## config.mk

```make
export PLATFORM = sky130hd
export DESIGN_NAME = hazard_ctrl
export DESIGN_NICKNAME = d
export VERILOG_FILES = /design/src/rtl/hazard_ctrl.sv
export SDC_FILE = /design/constraint.sdc
export NUM_CORES = 1
export LEC_CHECK = 0
export BUFFER_PORTS_ARGS = -buffer_cell sky130_fd_sc_hd__buf_2
export CAP_MARGIN = 20
export CORE_UTILIZATION = 58
export CTS_BUF_LIST = sky130_fd_sc_hd__clkbuf_8 sky130_fd_sc_hd__clkbuf_16
export DETAILED_ROUTE_END_ITERATION = 16
export GPL_TIMING_DRIVEN = 1
export PLACE_DENSITY_LB_ADDON = 0.1
export SETUP_SLACK_MARGIN = 0.05
export SLEW_MARGIN = 30
export SYNTH_ARGS = -nofsm -noshare
export SYNTH_HDL_FRONTEND = slang
export SYNTH_SLANG_ARGS = --single-unit
```

## constraint.sdc

```tcl
create_clock -name i_clk -period 4.7 [get_ports i_clk]
set_input_delay 1.175 -clock i_clk [delete_from_list [all_inputs] [get_ports i_clk]]
set_output_delay 1.175 -clock i_clk [all_outputs]
set_load 0.005 [all_outputs]
```

## src/rtl/hazard_ctrl.sv

```systemverilog
// Pipeline hazard controller: load-use stalls, branch flushes, memory-wait
// stalls with timeout, and a drain-then-halt sequence with resume.
module hazard_ctrl #(
    parameter  int unsigned WAIT_MAX     = 255,
    parameter  int unsigned DRAIN_CYCLES = 3,
    localparam int unsigned REG_W        = 5,
    localparam int unsigned CNT_W        = 16
) (
    input  logic             i_clk,
    input  logic             i_rst_n,
    input  logic             i_ena,
    input  logic             i_id_valid,
    input  logic [REG_W-1:0] i_id_rs,
    input  logic [REG_W-1:0] i_id_rt,
    input  logic             i_id_uses_rt,
    input  logic             i_id_halt,
    input  logic             i_ex_mem_read,
    input  logic [REG_W-1:0] i_ex_rt,
    input  logic             i_branch_taken,
    input  logic             i_mem_busy,
    input  logic             i_resume,
    output logic             o_stop_if_id_c,
    output logic             o_bubble_id_ex_c,
    output logic             o_flush_if_id_c,
    output logic             o_stop_back_c,
    output logic             o_pc_we_c,
    output logic             o_halted,
    output logic             o_mem_timeout,
    output logic [CNT_W-1:0] o_stall_cnt,
    output logic [CNT_W-1:0] o_flush_cnt
);

    localparam int unsigned WAIT_W  = (WAIT_MAX < 2) ? 1 : $clog2(WAIT_MAX + 1);
    localparam int unsigned DRAIN_W = (DRAIN_CYCLES < 2) ? 1 : $clog2(DRAIN_CYCLES + 1);

    typedef enum logic [1:0] {
        ST_RUN      = 2'd0,
        ST_MEM_WAIT = 2'd1,
        ST_DRAIN    = 2'd2,
        ST_HALTED   = 2'd3
    } state_e;

    state_e             r_state;
    logic [WAIT_W-1:0]  r_wait_cnt;
    logic [DRAIN_W-1:0] r_drain_cnt;
    logic               r_halted;
    logic               r_mem_timeout;
    logic [CNT_W-1:0]   r_stall_cnt;
    logic [CNT_W-1:0]   r_flush_cnt;

    state_e             w_state_nxt;
    logic [WAIT_W-1:0]  w_wait_nxt;
    logic [DRAIN_W-1:0] w_drain_nxt;
    logic               w_halted_nxt;
    logic               w_timeout_nxt;
    logic               w_stall_inc;
    logic               w_flush_inc;
    logic               w_run_rules;
    logic               w_load_use;
    logic               w_drain_done;
    logic               w_wait_expired;

    assign w_load_use = i_ex_mem_read && (i_ex_rt != '0) && i_id_valid &&
                        ((i_ex_rt == i_id_rs) || (i_id_uses_rt && (i_ex_rt == i_id_rt)));

    assign w_drain_done   = (32'(r_drain_cnt) + 32'd1) >= DRAIN_CYCLES;
    assign w_wait_expired = 32'(r_wait_cnt) >= WAIT_MAX;

    // Next-state, counter-control and zero-latency pipeline control
    always_comb begin
        o_stop_if_id_c   = 1'b0;
        o_bubble_id_ex_c = 1'b0;
        o_flush_if_id_c  = 1'b0;
        o_stop_back_c    = 1'b0;
        o_pc_we_c        = 1'b0;
        w_state_nxt      = r_state;
        w_wait_nxt       = r_wait_cnt;
        w_drain_nxt      = r_drain_cnt;
        w_halted_nxt     = r_halted;
        w_timeout_nxt    = r_mem_timeout;
        w_stall_inc      = 1'b0;
        w_flush_inc      = 1'b0;
        w_run_rules      = 1'b0;

        if (!i_ena) begin
            o_stop_if_id_c = 1'b1;
            o_stop_back_c  = 1'b1;
        end else begin
            case (r_state)
                ST_RUN: begin
                    w_run_rules = 1'b1;
                end
                ST_MEM_WAIT: begin
                    if (i_mem_busy) begin
                        o_stop_if_id_c = 1'b1;
                        o_stop_back_c  = 1'b1;
                        w_stall_inc    = 1'b1;
                        if (w_wait_expired) begin
                            w_timeout_nxt = 1'b1;
                            w_halted_nxt  = 1'b1;
                            w_state_nxt   = ST_HALTED;
                        end else begin
                            w_wait_nxt = r_wait_cnt + WAIT_W'(1);
                        end
                    end else begin
                        w_run_rules = 1'b1;
                    end
                end
                ST_DRAIN: begin
                    if (i_mem_busy) begin
                        o_stop_if_id_c = 1'b1;
                        o_stop_back_c  = 1'b1;
                        w_stall_inc    = 1'b1;
                    end else if (i_branch_taken) begin
                        // halt sat on the wrong path: squash it and carry on
                        o_flush_if_id_c  = 1'b1;
                        o_bubble_id_ex_c = 1'b1;
                        o_pc_we_c        = 1'b1;
                        w_flush_inc      = 1'b1;
                        w_state_nxt      = ST_RUN;
                    end else begin
                        o_stop_if_id_c   = 1'b1;
                        o_bubble_id_ex_c = 1'b1;
                        w_drain_nxt      = r_drain_cnt + DRAIN_W'(1);
                        if (w_drain_done) begin
                            w_halted_nxt = 1'b1;
                            w_state_nxt  = ST_HALTED;
                        end
                    end
                end
                ST_HALTED: begin
                    o_stop_if_id_c = 1'b1;
                    o_stop_back_c  = 1'b1;
                    if (i_resume && !r_mem_timeout) begin
                        w_halted_nxt = 1'b0;
                        w_state_nxt  = ST_RUN;
                    end
                end
                default: begin
                    w_state_nxt = ST_RUN;
                end
            endcase
        end

        // Normal-issue rules, also used on the cycle memory stops being busy
        if (w_run_rules) begin
            w_state_nxt = ST_RUN;
            if (i_mem_busy) begin
                o_stop_if_id_c = 1'b1;
                o_stop_back_c  = 1'b1;
                w_stall_inc    = 1'b1;
                w_wait_nxt     = WAIT_W'(1);
                w_state_nxt    = ST_MEM_WAIT;
            end else if (i_branch_taken) begin
                o_flush_if_id_c  = 1'b1;
                o_bubble_id_ex_c = 1'b1;
                o_pc_we_c        = 1'b1;
                w_flush_inc      = 1'b1;
            end else if (w_load_use) begin
                o_stop_if_id_c   = 1'b1;
                o_bubble_id_ex_c = 1'b1;
                w_stall_inc      = 1'b1;
            end else if (i_id_halt && i_id_valid) begin
                o_stop_if_id_c   = 1'b1;
                o_bubble_id_ex_c = 1'b1;
                w_drain_nxt      = DRAIN_W'(1);
                if (DRAIN_CYCLES <= 1) begin
                    w_halted_nxt = 1'b1;
                    w_state_nxt  = ST_HALTED;
                end else begin
                    w_state_nxt  = ST_DRAIN;
                end
            end else begin
                o_pc_we_c = 1'b1;
            end
        end
    end

    // State, timers, status flags and saturating event counters
    always_ff @(posedge i_clk or negedge i_rst_n) begin
        if (!i_rst_n) begin
            r_state       <= ST_RUN;
            r_wait_cnt    <= '0;
            r_drain_cnt   <= '0;
            r_halted      <= 1'b0;
            r_mem_timeout <= 1'b0;
            r_stall_cnt   <= '0;
            r_flush_cnt   <= '0;
        end else begin
            r_state       <= w_state_nxt;
            r_wait_cnt    <= w_wait_nxt;
            r_drain_cnt   <= w_drain_nxt;
            r_halted      <= w_halted_nxt;
            r_mem_timeout <= w_timeout_nxt;
            if (w_stall_inc && (r_stall_cnt != '1)) begin
                r_stall_cnt <= r_stall_cnt + CNT_W'(1);
            end
            if (w_flush_inc && (r_flush_cnt != '1)) begin
                r_flush_cnt <= r_flush_cnt + CNT_W'(1);
            end
        end
    end

    assign o_halted      = r_halted;
    assign o_mem_timeout = r_mem_timeout;
    assign o_stall_cnt   = r_stall_cnt;
    assign o_flush_cnt   = r_flush_cnt;

endmodule
```

==> metrics <==
Worst Tran Pin Value 0.596 ns; Core Box Area 0.00438 mm^2; Die Span Y 69.7 um; largest net degree at the start of global routing 47; Final setup viols 0; drt total wl approximately 5300 um; H-Tree Depth 2; simple-gate share of the synthesized area 19.8%; area leader, netlist dfrtp_1; Die Area 0.00486 mm^2; Final Util 70.6%; status complete, no violations; Layout area overhead 16.4%; mapped cell area 0.00266 mm^2; CTS tree done; RSZ-0062 raised after global routing false; top-area cell type share of the netlist area 43.3%; delay-heaviest family, CP simple AND/OR/NAND/NOR gates; power per cell area 403 mW/mm^2; Cell Rows 24; Leak 1.52 nW; fin nets 361; gpl congestion 0.809; Reg clk slew, reported paths 0.08 ns; Main synth FF type dfrtp_1; crit path buf inv count 2; Post-Synth XOR/XNOR Area between 10% and 20%; worst vdd ir 0.328 mV; Post-CTS Setup Inserts 0; Hold Buf Count CTS 0; dpl hpwl roughly 3900 um; initial antenna violation count 0; clk sinks 46; Post-synth EDFFs 0; # DRC 0; final antenna-violating net count 0; Ys Warns 0; clk_lat worst skew 0.31 ns; initial core utilization roughly three fifths; cts bufs inserted 5; clk buf depth 2; Setup crit start kind primary input; cells after synthesis 263; Arrival @ worst endpoint 2.85 ns; # IOs 64; Adder-Cell Fraction of Synth Area 4.70%; worst path cell trace buf_2 > xor2_1 > nor4_1 > a32oi_1 > nor2_1 > a21oi_1 > o311ai_0 > buf_2; #FFs+latches synth 46; Final Cycle Share a little under nine tenths; via count 2150; drt initial violations about 150; Avg Inst Size Synth 10.1 um^2; sequential fraction of the synthesis area between 40% and 50%; Yosys cell types 50; global-route wire length before repair 9080 um; compound-gate portion of the synthesized area around 13%; ANT cells 0; vias in the first global route 2025; per-cell routed wire length 14.0 um; critical path class primary input to output pin; Synth area leaders dfrtp_1 (43%), xnor2_1 (8.6%), xor2_1 (5.3%); peak fanout along the critical path 5; DR pass1 iterations 4; hold crit path type register to register; Via density about 5.7; Port Buffers 63; max cap viols 0; CP peak stage delay 0.31 ns; most common cell in the netlist dfrtp_1; post-synthesis net count 298; crit-path most repeated cell buf_2; Crit-path slowest cell nor4_1; clock root cell clkbuf_8; main combinational cell family by area after synthesis simple AND/OR/NAND/NOR gates; die width 69.7 um; hold_ws 0.484 ns; clk_skew 0.0102 ns; gr usage total 23.3%; Final min period 4.03 ns; grt ovf 0; post-synthesis mux area share under 10%; Slew HR 60.3%; CTS resizes 0; Critical Path End Type output pin; Required @ worst endpoint 3.52 ns; Max Fclk 0.248 GHz; Post-synth top cells dfrtp_1 (46), xnor2_1 (26), nand2_1 (21); Slew Limit Fails 0; Synth async-reset ratio 100%; layout cells sized above 1 26.3%; Hold Fails Final Rpt 0; post-route setup TNS 0 ns
[cell type report]
class                      count  area (um^2)
timing repair buffer          63          318
fill                         345         1290
multi-input combinational    201         1440
clock inverter                 3         21.3
clock buffer                   5         68.8
sequential                    46         1150
inverter                       9         33.8
tap                           52         65.1
[sequential cells by signal, summed over array words and instances (netlist names)]
signal         count
r_wait_cnt         8
o_flush_cnt       16
r_drain_cnt        2
r_state            2
o_halted           1
o_stall_cnt       16
o_mem_timeout      1
[per-layer routing]
layer	global-route usage (%)	share of wire, %	vias up
met5	0	0	-
met4	6.67	0.98	0
met3	5.09	3.7	4
met2	36.9	47	46
met1	32.4	48	1034
li1	-	-	1066
[metrics by stage]
step | cells | setup WS [ns] | power [mW] | area, um^2
finish | 379 | 0.671 | 1.25 | 3100
detailed placement | 371 | 0.706 | 1.01 | 3010
global route | 379 | 0.424 | 1.34 | 3100
CTS | 379 | 0.698 | 1.26 | 3100
floorplan | 263 | 1.14 | 0.869 | 2660
global placement | 371 | 0.794 | 0.998 | 3000
[report_power, final]
group          total [mW]  internal, mW  switching, mW
Combinational       0.461         0.215          0.246
Clock               0.244         0.105          0.139
Sequential          0.544         0.468         0.0759
Total                1.25         0.787          0.461
[logic make-up after synthesis]
group                      after synthesis
adders and majority gates               10
DFF                                     46
AOI/OAI and AO/OA                       44
muxes                                    8
xor gates and xnor gates                42
and+or+nand+nor                         97
buffers and inverters                   16
[cell usage in the layout, fill, tap and decap left out, drive strengths merged, types with 2 or more instances in the layout]
cell type	netlist	layout
o221a	2	2
o21ai	10	10
buf	5	63
o211ai	3	3
dfrtp	46	46
and4	4	4
nand2	21	21
and2	4	4
nor3	6	6
xnor2	26	26
inv	9	9
nand4	13	13
a31oi	5	5
clkinv	0	2
o21bai	2	2
and3	11	11
a21oi	9	9
o221ai	2	2
nand3	13	13
xor2	16	16
or4	2	2
nand2b	3	3
mux2	5	5
clkbuf	2	5
mux2i	3	3
o211a	2	2
ha	10	10
nor2	15	15
a21boi	2	2
[path summary, 6_finish.rpt]
kind	start	endpoint	slack (ns)	cells past startpoint
worst max-delay path	i_ex_rt[0]	o_stop_if_id_c	0.67	8
worst min-delay path	o_flush_cnt[12]	o_flush_cnt[12]	0.48	1
worst max register to register	r_state[1]	o_stall_cnt[1]	2.30	7
worst min register to register	o_flush_cnt[12]	o_flush_cnt[12]	0.48	1
max in group asynchronous	i_rst_n	o_flush_cnt[5]	3.45	1
min in group asynchronous	i_rst_n	r_drain_cnt[0]	0.85	1
No activity file was read; power rests on OpenSTA's default activity.
